===== src/rtl/line_burst_adapter.sv =====
// Splits L1 line fills and write-backs into MEM_BUS_WIDTH beats on a simple req/ack memory bus.
// Optional per-beat ack timeout: define LINE_BURST_ADAPTER_TIMEOUT_EN.
module line_burst_adapter #(
  parameter int CACHE_LINE_SIZE = 512,
  parameter int MEM_BUS_WIDTH   = 128,
  parameter int TIMEOUT_CYCLES  = 256
) (
  input  logic                       clock,
  input  logic                       reset,
  input  logic                       req_load,
  input  logic                       req_store,
  input  logic [63:0]                req_addr,
  input  logic [CACHE_LINE_SIZE-1:0] wline,
  output logic [CACHE_LINE_SIZE-1:0] rline,
  output logic                       ready,
  output logic                       bus_req,
  output logic                       bus_we,
  output logic [63:0]                bus_addr,
  output logic [MEM_BUS_WIDTH-1:0]   bus_wdata,
  input  logic [MEM_BUS_WIDTH-1:0]   bus_rdata,
  input  logic                       bus_ack,
  output logic                       err
);

  localparam int BEATS = CACHE_LINE_SIZE / MEM_BUS_WIDTH;
  localparam int CNT_W = (BEATS > 1) ? $clog2(BEATS) : 1;
  localparam logic [CNT_W-1:0] LAST_BEAT = CNT_W'(BEATS - 1);
  localparam logic [63:0] BEAT_BYTES = 64'(MEM_BUS_WIDTH / 8);

  localparam logic [1:0] IDLE    = 2'd0;
  localparam logic [1:0] WR_BEAT = 2'd1;
  localparam logic [1:0] RD_BEAT = 2'd2;
  localparam logic [1:0] RESP    = 2'd3;

  logic [1:0]                 state;
  logic [CNT_W-1:0]           beat_cnt;
  logic                       resp_gap;
  logic [63:0]                base_addr;
  logic [CACHE_LINE_SIZE-1:0] wline_hold;
  logic                       accept;
  logic                       in_beat;
  logic                       timeout_hit;
  logic                       unused_addr;

  // resp_gap blanks the IDLE cycle right after RESP so a request the L1 is still dropping is not re-served
  assign accept  = (state == IDLE) && !resp_gap && (req_store || req_load);
  assign in_beat = (state == WR_BEAT) || (state == RD_BEAT);

  assign ready     = (state == RESP);
  assign bus_req   = in_beat;
  assign bus_we    = (state == WR_BEAT);
  assign bus_addr  = base_addr + 64'(beat_cnt) * BEAT_BYTES;
  assign bus_wdata = wline_hold[int'(beat_cnt)*MEM_BUS_WIDTH +: MEM_BUS_WIDTH];

  assign unused_addr = ^req_addr[5:0];

`ifdef LINE_BURST_ADAPTER_TIMEOUT_EN
  localparam int WAIT_W = $clog2(TIMEOUT_CYCLES + 1);
  localparam logic [WAIT_W-1:0] WAIT_LAST = WAIT_W'(TIMEOUT_CYCLES - 1);

  logic [WAIT_W-1:0] wait_cnt;

  assign timeout_hit = in_beat && !bus_ack && (wait_cnt == WAIT_LAST);

  always_ff @(posedge clock or posedge reset) begin
    if (reset) begin
      wait_cnt <= '0;
      err      <= 1'b0;
    end else begin
      if (!in_beat || bus_ack || timeout_hit) begin
        wait_cnt <= '0;
      end else begin
        wait_cnt <= wait_cnt + 1'b1;
      end
      if (timeout_hit) begin
        err <= 1'b1;
      end
    end
  end
`else
  logic unused_cfg;

  assign timeout_hit = 1'b0;
  assign err         = 1'b0;
  assign unused_cfg  = (TIMEOUT_CYCLES > 0);
`endif

  always_ff @(posedge clock or posedge reset) begin
    if (reset) begin
      state    <= IDLE;
      beat_cnt <= '0;
      resp_gap <= 1'b0;
      rline    <= '0;
    end else begin
      resp_gap <= (state == RESP);
      case (state)
        IDLE: begin
          if (accept) begin
            beat_cnt <= '0;
            state    <= req_store ? WR_BEAT : RD_BEAT;
          end
        end
        WR_BEAT, RD_BEAT: begin
          if (bus_ack) begin
            if (state == RD_BEAT) begin
              rline[int'(beat_cnt)*MEM_BUS_WIDTH +: MEM_BUS_WIDTH] <= bus_rdata;
            end
            beat_cnt <= beat_cnt + 1'b1;
            if (beat_cnt == LAST_BEAT) begin
              state <= RESP;
            end
          end else if (timeout_hit) begin
            // an abandoned fill must not hand the L1 a partially written line
            if (state == RD_BEAT) begin
              rline <= '0;
            end
            state <= RESP;
          end
        end
        RESP:    state <= IDLE;
        default: state <= IDLE;
      endcase
    end
  end

  // Line base and write-back data are plain data: captured on accept, no reset
  always_ff @(posedge clock) begin
    if (accept) begin
      base_addr <= {req_addr[63:6], 6'b0};
      if (req_store) begin
        wline_hold <= wline;
      end
    end
  end

endmodule

===== config.mk =====
export PLATFORM = sky130hd
export DESIGN_NAME = line_burst_adapter
export DESIGN_NICKNAME = d
export VERILOG_FILES = /design/src/rtl/line_burst_adapter.sv
export SDC_FILE = /design/constraint.sdc
export NUM_CORES = 1
export LEC_CHECK = 0
export BUFFER_PORTS_ARGS = -buffer_cell sky130_fd_sc_hd__buf_2
export CELL_PAD_IN_SITES_DETAIL_PLACEMENT = 1
export CELL_PAD_IN_SITES_GLOBAL_PLACEMENT = 2
export CORE_AREA = 2 2 546 548
export CTS_BUF_LIST = sky130_fd_sc_hd__clkbuf_8
export DETAILED_ROUTE_END_ITERATION = 8
export DIE_AREA = 0 0 548 550
export GPL_ROUTABILITY_DRIVEN = 0
export MAX_ROUTING_LAYER = met4
export PLACE_DENSITY_LB_ADDON = 0.1
export SKIP_LAST_GASP = 1
export SYNTH_ARGS = -nofsm -noshare
export SYNTH_HDL_FRONTEND = slang
export SYNTH_SLANG_ARGS = --single-unit

===== constraint.sdc =====
create_clock -name clock -period 126.5 [get_ports clock]
set_input_delay 18.975 -clock clock [delete_from_list [all_inputs] [get_ports clock]]
set_output_delay 18.975 -clock clock [all_outputs]
set_load 0.01 [all_outputs]

==> results.sh, run 1 <==
export IMPL_gr_usage_met3=0.0759
export IMPL_tightest_slew_ns=1.11
export IMPL_grt_pass1_vias=28700
export IMPL_yosysSeqAreaShare=0.779
export IMPL_yosysTopAreaCell="edfxtp_1"
export IMPL_syn_to_final_growth_pct=41.9
export IMPL_hold_depth=1
export IMPL_portBuffers=1405
export IMPL_rows=200
export IMPL_r2r_worst_path_cells=8
export IMPL_criticalPathCategory="reg -> out"
export IMPL_dp_hpwl_um=166000
export IMPL_vias=26800
export IMPL_synth_ff_type="edfxtp_1"
export IMPL_grt_pass1_wl_um=289000
export IMPL_initial_core_util=0.130
export IMPL_syn_area_sq_um=38600
export IMPL_layout_common_cells="buf_2, edfxtp_1, dfrtp_1"
export IMPL_grt_max_degree=153
export IMPL_overflow=0
export IMPL_synth_area_leaders="edfxtp_1, dfrtp_1, a22o_1, mux4_2, buf_2"
export IMPL_dp_cells=7168
export IMPL_grt_busiest_layer="met2"
export IMPL_dieWidth_um=548
export IMPL_grt_setup_unrepaired="false"
export IMPL_core_area_sq_um=296000
export IMPL_routedWlPerCell_um=28.7
export IMPL_drv_slew=0
export IMPL_yosysUniqueCellTypes=29
export IMPL_finalNonFillerCells=7715
export IMPL_drc=0
export IMPL_synth_top_area_frac=0.444
export IMPL_synth_edf_count=570
export IMPL_die_area_sq_um=301000
export IMPL_synth_async_sr_flop_share=0.476
export IMPL_clock_path_buffers=4
export IMPL_grt_usage=0.146
export IMPL_ant_nets=0
export IMPL_drt_total_wl_um=221000
export IMPL_cts_tree="yes"
export IMPL_hold_buffers=0
export IMPL_clkTransAtPathRegs_ns=0.05
export IMPL_slew_headroom=0.257
export IMPL_antenna_found_initial=268
export IMPL_ys_warn_count=0
export IMPL_synth_cells=1925
export IMPL_crit_path_end_kind="output pin"
export IMPL_critical_path_startpoint="beat_cnt[0]$_DFFE_PP0P_"
export IMPL_r2r_start="beat_cnt[1]$_DFFE_PP0P_"
export IMPL_cts_sinks=1087
export IMPL_hold_violations=0
export IMPL_cp_arrival_ns=4.23
export IMPL_syn_area_per_cell_sq_um=20.0
export IMPL_numCtsBuffers=224
export IMPL_fmax_mhz=43.1
export IMPL_first_pass_iters=5
export IMPL_use_met2=0.244
export IMPL_max_vdd_ir_drop_mv=0.00974
export IMPL_post_cts_resized=0
export IMPL_cp_max_fo=38
export IMPL_setup_viol=0
export IMPL_p_leak_uw=0.0240
export IMPL_final_util=0.185
export IMPL_period_needed_ns=23.21
export IMPL_die_y_um=550
export IMPL_fin_crit_sh=0.183
export IMPL_vias_per_cell=3.48
export IMPL_holdCritStartpoint="rline[243]$_DFFE_PP0P_"
export IMPL_nets=4175
export IMPL_fin_tns_setup_ns=0
export IMPL_num_io_pins=1417
export IMPL_fin_skew_ns=0.120
export IMPL_cp_start_kind="flip-flop"
export IMPL_maxCapViolCount=0
export IMPL_insertion_delay_ns=1.03
export IMPL_post_cts_buffers=0
export IMPL_layout_commonest_cell="buf_2"
export IMPL_root_buffer="clkbuf_8"
export IMPL_hold_class="reg -> reg"
export IMPL_htree_levels=4
export IMPL_power_density_nw_per_um2=22.7
export IMPL_grt_util_met1=0.153
export IMPL_required_ns=107.53
export IMPL_status="completed"
export IMPL_synth_seq_cells=1087
export IMPL_drt_iter0_drc=1351
export IMPL_drive_gt1_frac=0.514
[final cells by class]
type | count | area (sq um)
tap | 3939 | 4930
timing repair buffer | 1446 | 7390
clock buffer | 243 | 3340
sequential | 1087 | 30100
antenna | 148 | 370
clock inverter | 156 | 719
fill | 33100 | 241000
multi-input combinational | 690 | 7870
inverter | 6 | 30.0
[registers in the layout, indices dropped and copies added, names as in the netlist]
name and cells:
beat_cnt 2, rline 512, base_addr 58, resp_gap 1, wline_hold 512, state 2
[per-stage QoR]
stage          worst slack, ns  hold slack (ns)  total power (uW)  area [sq um]
4_1_cts                 102.80            0.501              1280         54300
3_5_place_dp            103.65            0.485               915         50300
2_1_floorplan            69.12            0.544               729         38600
6_report                103.29            0.496              1240         54700
3_3_place_gp            103.66            0.482               915         50300
5_1_grt                 102.78            0.505              1320         54700
[logic make-up (layout without fill, tap and decap cells)]
logic type                 count (synthesis)  count (layout)  synth area share
and+or+nand+nor                           23              23           0.00393
buffers and inverters                    152            1851            0.0198
AOI/OAI and AO/OA                        520             520             0.118
adders and majority gates                 11              11           0.00357
muxes                                    131             131            0.0755
DFF                                     1087            1087             0.779
other                                      1             153         0.0000972
[Yosys cell counts (all sizes together) (3+ instances only)]
cell      n
a22o    512
nand3     6
clkbuf   44
nand2     4
mux4    128
nand2b    3
dfrtp   517
ha       11
inv       6
edfxtp  570
buf     102
mux2i     3
o211ai    3
[metal layers]
layer | vias up | part of all wire | wire [um]
li1 | 11200 | - | -
met1 | 13700 | 0.37 | 81800
met2 | 1443 | 0.49 | 108000
met3 | 470 | 0.12 | 26200
met4 | 0 | 0.026 | 5740
met5 | - | 0 | 0
[power by group]
part / switching (uW) / total [uW] / internal, uW / leakage, uW
Sequential: 42.0 / 508 / 466 / 0.0123
Combinational: 234 / 383 / 149 / 0.00923
Clock: 174 / 352 / 178 / 0.00243
Total: 450 / 1240 / 793 / 0.0240
[critical path, stage by stage (launching register included)]
cell and delay, ns:
dfrtp_4 0.75, buf_4 0.69, buf_4 0.78, mux4_2 0.70
buf_2 0.22
[path summary, 6_finish.rpt]
check,slack [ns],end
worst max-delay path,103.29,bus_wdata[8]
worst min-delay path,0.50,rline[243]$_DFFE_PP0P_
worst max register to register,121.59,rline[302]$_DFFE_PP0P_
worst min register to register,0.50,rline[243]$_DFFE_PP0P_
max in group asynchronous,105.23,rline[491]$_DFFE_PP0P_
min in group asynchronous,18.25,rline[181]$_DFFE_PP0P_
Power figures use the tool's default switching activity.
==> run 2: changes to the inputs <==
--- a/config.mk
+++ b/config.mk
@@ -8,10 +8,10 @@
 export BUFFER_PORTS_ARGS = -buffer_cell sky130_fd_sc_hd__buf_2
 export CELL_PAD_IN_SITES_DETAIL_PLACEMENT = 1
 export CELL_PAD_IN_SITES_GLOBAL_PLACEMENT = 2
-export CORE_AREA = 2 2 546 548
+export CORE_AREA = 2 2 552 554
 export CTS_BUF_LIST = sky130_fd_sc_hd__clkbuf_8
 export DETAILED_ROUTE_END_ITERATION = 8
-export DIE_AREA = 0 0 548 550
+export DIE_AREA = 0 0 554 556
 export GPL_ROUTABILITY_DRIVEN = 0
 export MAX_ROUTING_LAYER = met4
 export PLACE_DENSITY_LB_ADDON = 0.1
==> constraint.sdc (replaced) <==
create_clock -name clock -period 23.8 [get_ports clock]
set_input_delay 3.57 -clock clock [delete_from_list [all_inputs] [get_ports clock]]
set_output_delay 3.57 -clock clock [all_outputs]
set_load 0.01 [all_outputs]
==> results.sh, run 2 (synthesis results as in run 1) <==
export IMPL_die_y_um=556
export IMPL_grt_max_degree=150
export IMPL_clkTransAtPathRegs_ns=0.05
export IMPL_slew_headroom=0.228
export IMPL_layout_commonest_cell="buf_2"
export IMPL_first_pass_iters=4
export IMPL_status="completed"
export IMPL_rows=202
export IMPL_cp_max_fo=35
export IMPL_setup_viol=0
export IMPL_core_area_sq_um=302000
export IMPL_critical_path_cell_chain="buf_4 -> buf_4 -> mux4_2 -> buf_2"
export IMPL_fillers=33700
export IMPL_criticalPathCategory="reg -> out"
export IMPL_maxCapViolCount=0
export IMPL_dp_hpwl_um=152000
export IMPL_nets=4181
export IMPL_numCtsBuffers=232
export IMPL_die_area_sq_um=308000
export IMPL_cp_start_kind="flip-flop"
export IMPL_critPathSlowestCell="dfrtp_4"
export IMPL_hold_buffers=0
export IMPL_initial_core_util=0.128
export IMPL_insertion_delay_ns=0.99
export IMPL_cp_arrival_ns=4.25
export IMPL_num_io_pins=1417
export IMPL_drt_total_wl_um=209000
export IMPL_vias_per_cell=3.42
export IMPL_worst_path_most_repeated_cell="buf_4"
export IMPL_biggestRegsByFlops="rline (512), wline_hold (512), base_addr (58)"
export IMPL_grt_pass1_vias=29000
export IMPL_power_density_nw_per_um2=121
export IMPL_fin_crit_sh=0.329
export IMPL_antenna_found_initial=262
export IMPL_critPathMaxStageDelay_ns=0.89
export IMPL_dieWidth_um=554
export IMPL_stdcell_area_sq_um=55000
export IMPL_grt_usage=0.135
export IMPL_period_needed_ns=7.82
export IMPL_root_buffer="clkbuf_8"
export IMPL_cts_tree="yes"
export IMPL_crit_path_end_kind="output pin"
export IMPL_portBuffers=1405
export IMPL_drc=0
export IMPL_post_cts_buffers=0
export IMPL_htree_levels=4
export IMPL_post_cts_resized=0
export IMPL_drv_slew=0
export IMPL_hold_violations=0
export IMPL_required_ns=20.23
export IMPL_overflow=0
export IMPL_tightest_slew_ns=1.16
export IMPL_layout_common_cells="buf_2, edfxtp_1, dfrtp_1"
export IMPL_fin_skew_ns=0.0619
export IMPL_grt_setup_unrepaired="false"
export IMPL_cts_sinks=1087
export IMPL_clock_path_buffers=4
export IMPL_ant_nets=0
export IMPL_place_area_sq_um=50300
export IMPL_fin_tns_setup_ns=0
export IMPL_max_vdd_ir_drop_mv=0.0439
export IMPL_drive_gt1_frac=0.516
export IMPL_final_util=0.182
export IMPL_fmax_mhz=128
export IMPL_p_leak_uw=0.0241
export IMPL_hold_class="reg -> reg"
export IMPL_syn_to_final_growth_pct=42.6
export IMPL_routedWlPerCell_um=26.9
export IMPL_drt_iter0_drc=1295
export IMPL_vias=26600
export IMPL_grt_pass1_wl_um=276000
## run 2: changes by cell type in the layout (fill, tap and decap cells not counted), moves of 3 or more
cell	change
diode_2	+10
bufinv_16	+3
clkbuf_8	+9
clkinv_1	-14
inv_1	+10
## run 2: critical path: cells and delay by family, from the launching register on
family	cells	cell delay [ns]
buffers and inverters	3	1.54
DFF	1	0.89
muxes	1	0.68
## run 2: cell type report
type	instances	area, sq um	share of cell area
Multi-Input combinational cell	690	7880	0.143
Inverter	6	30.0	0.000546
Clock inverter	154	808	0.0147
Clock buffer	252	3470	0.0631
Timing Repair Buffer	1444	7370	0.134
Sequential cell	1087	30100	0.547
Tap cell	3978	4980	0.0905
Antenna cell	158	395	0.00719
## run 2: metrics by stage
stage	worst slack, ns	total power (uW)	hold slack (ns)	cells
2_1_floorplan	5.79	3720	0.544	1929
3_3_place_gp	16.44	4810	0.482	7205
3_5_place_dp	16.46	4810	0.485	7205
4_1_cts	15.52	6860	0.502	7611
5_1_grt	15.47	7050	0.509	7765
6_report	15.98	6630	0.495	7769
## run 2: metal layers
layer | global-route usage | up-vias | wire [um]
met5 | - | - | 0
met4 | 0.0446 | 0 | 7190
met3 | 0.0761 | 464 | 26700
met2 | 0.217 | 1436 | 98200
met1 | 0.140 | 13500 | 76800
li1 | - | 11200 | -
## run 2: path summary, 6_finish.rpt
kind | start | end | slack [ns] | cells after the start
setup / recovery | beat_cnt[0]$_DFFE_PP0P_ | bus_wdata[50] | 15.98 | 4
hold / removal | rline[311]$_DFFE_PP0P_ | rline[311]$_DFFE_PP0P_ | 0.49 | 1
setup reg to reg | beat_cnt[0]$_DFFE_PP0P_ | rline[120]$_DFFE_PP0P_ | 19.45 | 7
hold reg to reg | rline[311]$_DFFE_PP0P_ | rline[311]$_DFFE_PP0P_ | 0.49 | 1
max in group asynchronous | reset | rline[349]$_DFFE_PP0P_ | 18.68 | 4
min in group asynchronous | reset | rline[42]$_DFFE_PP0P_ | 2.78 | 2
## run 2: report_power, final
group,internal (uW),switching (uW)
registers,2480,229
clock network,1010,937
logic,793,1190
total,4280,2350
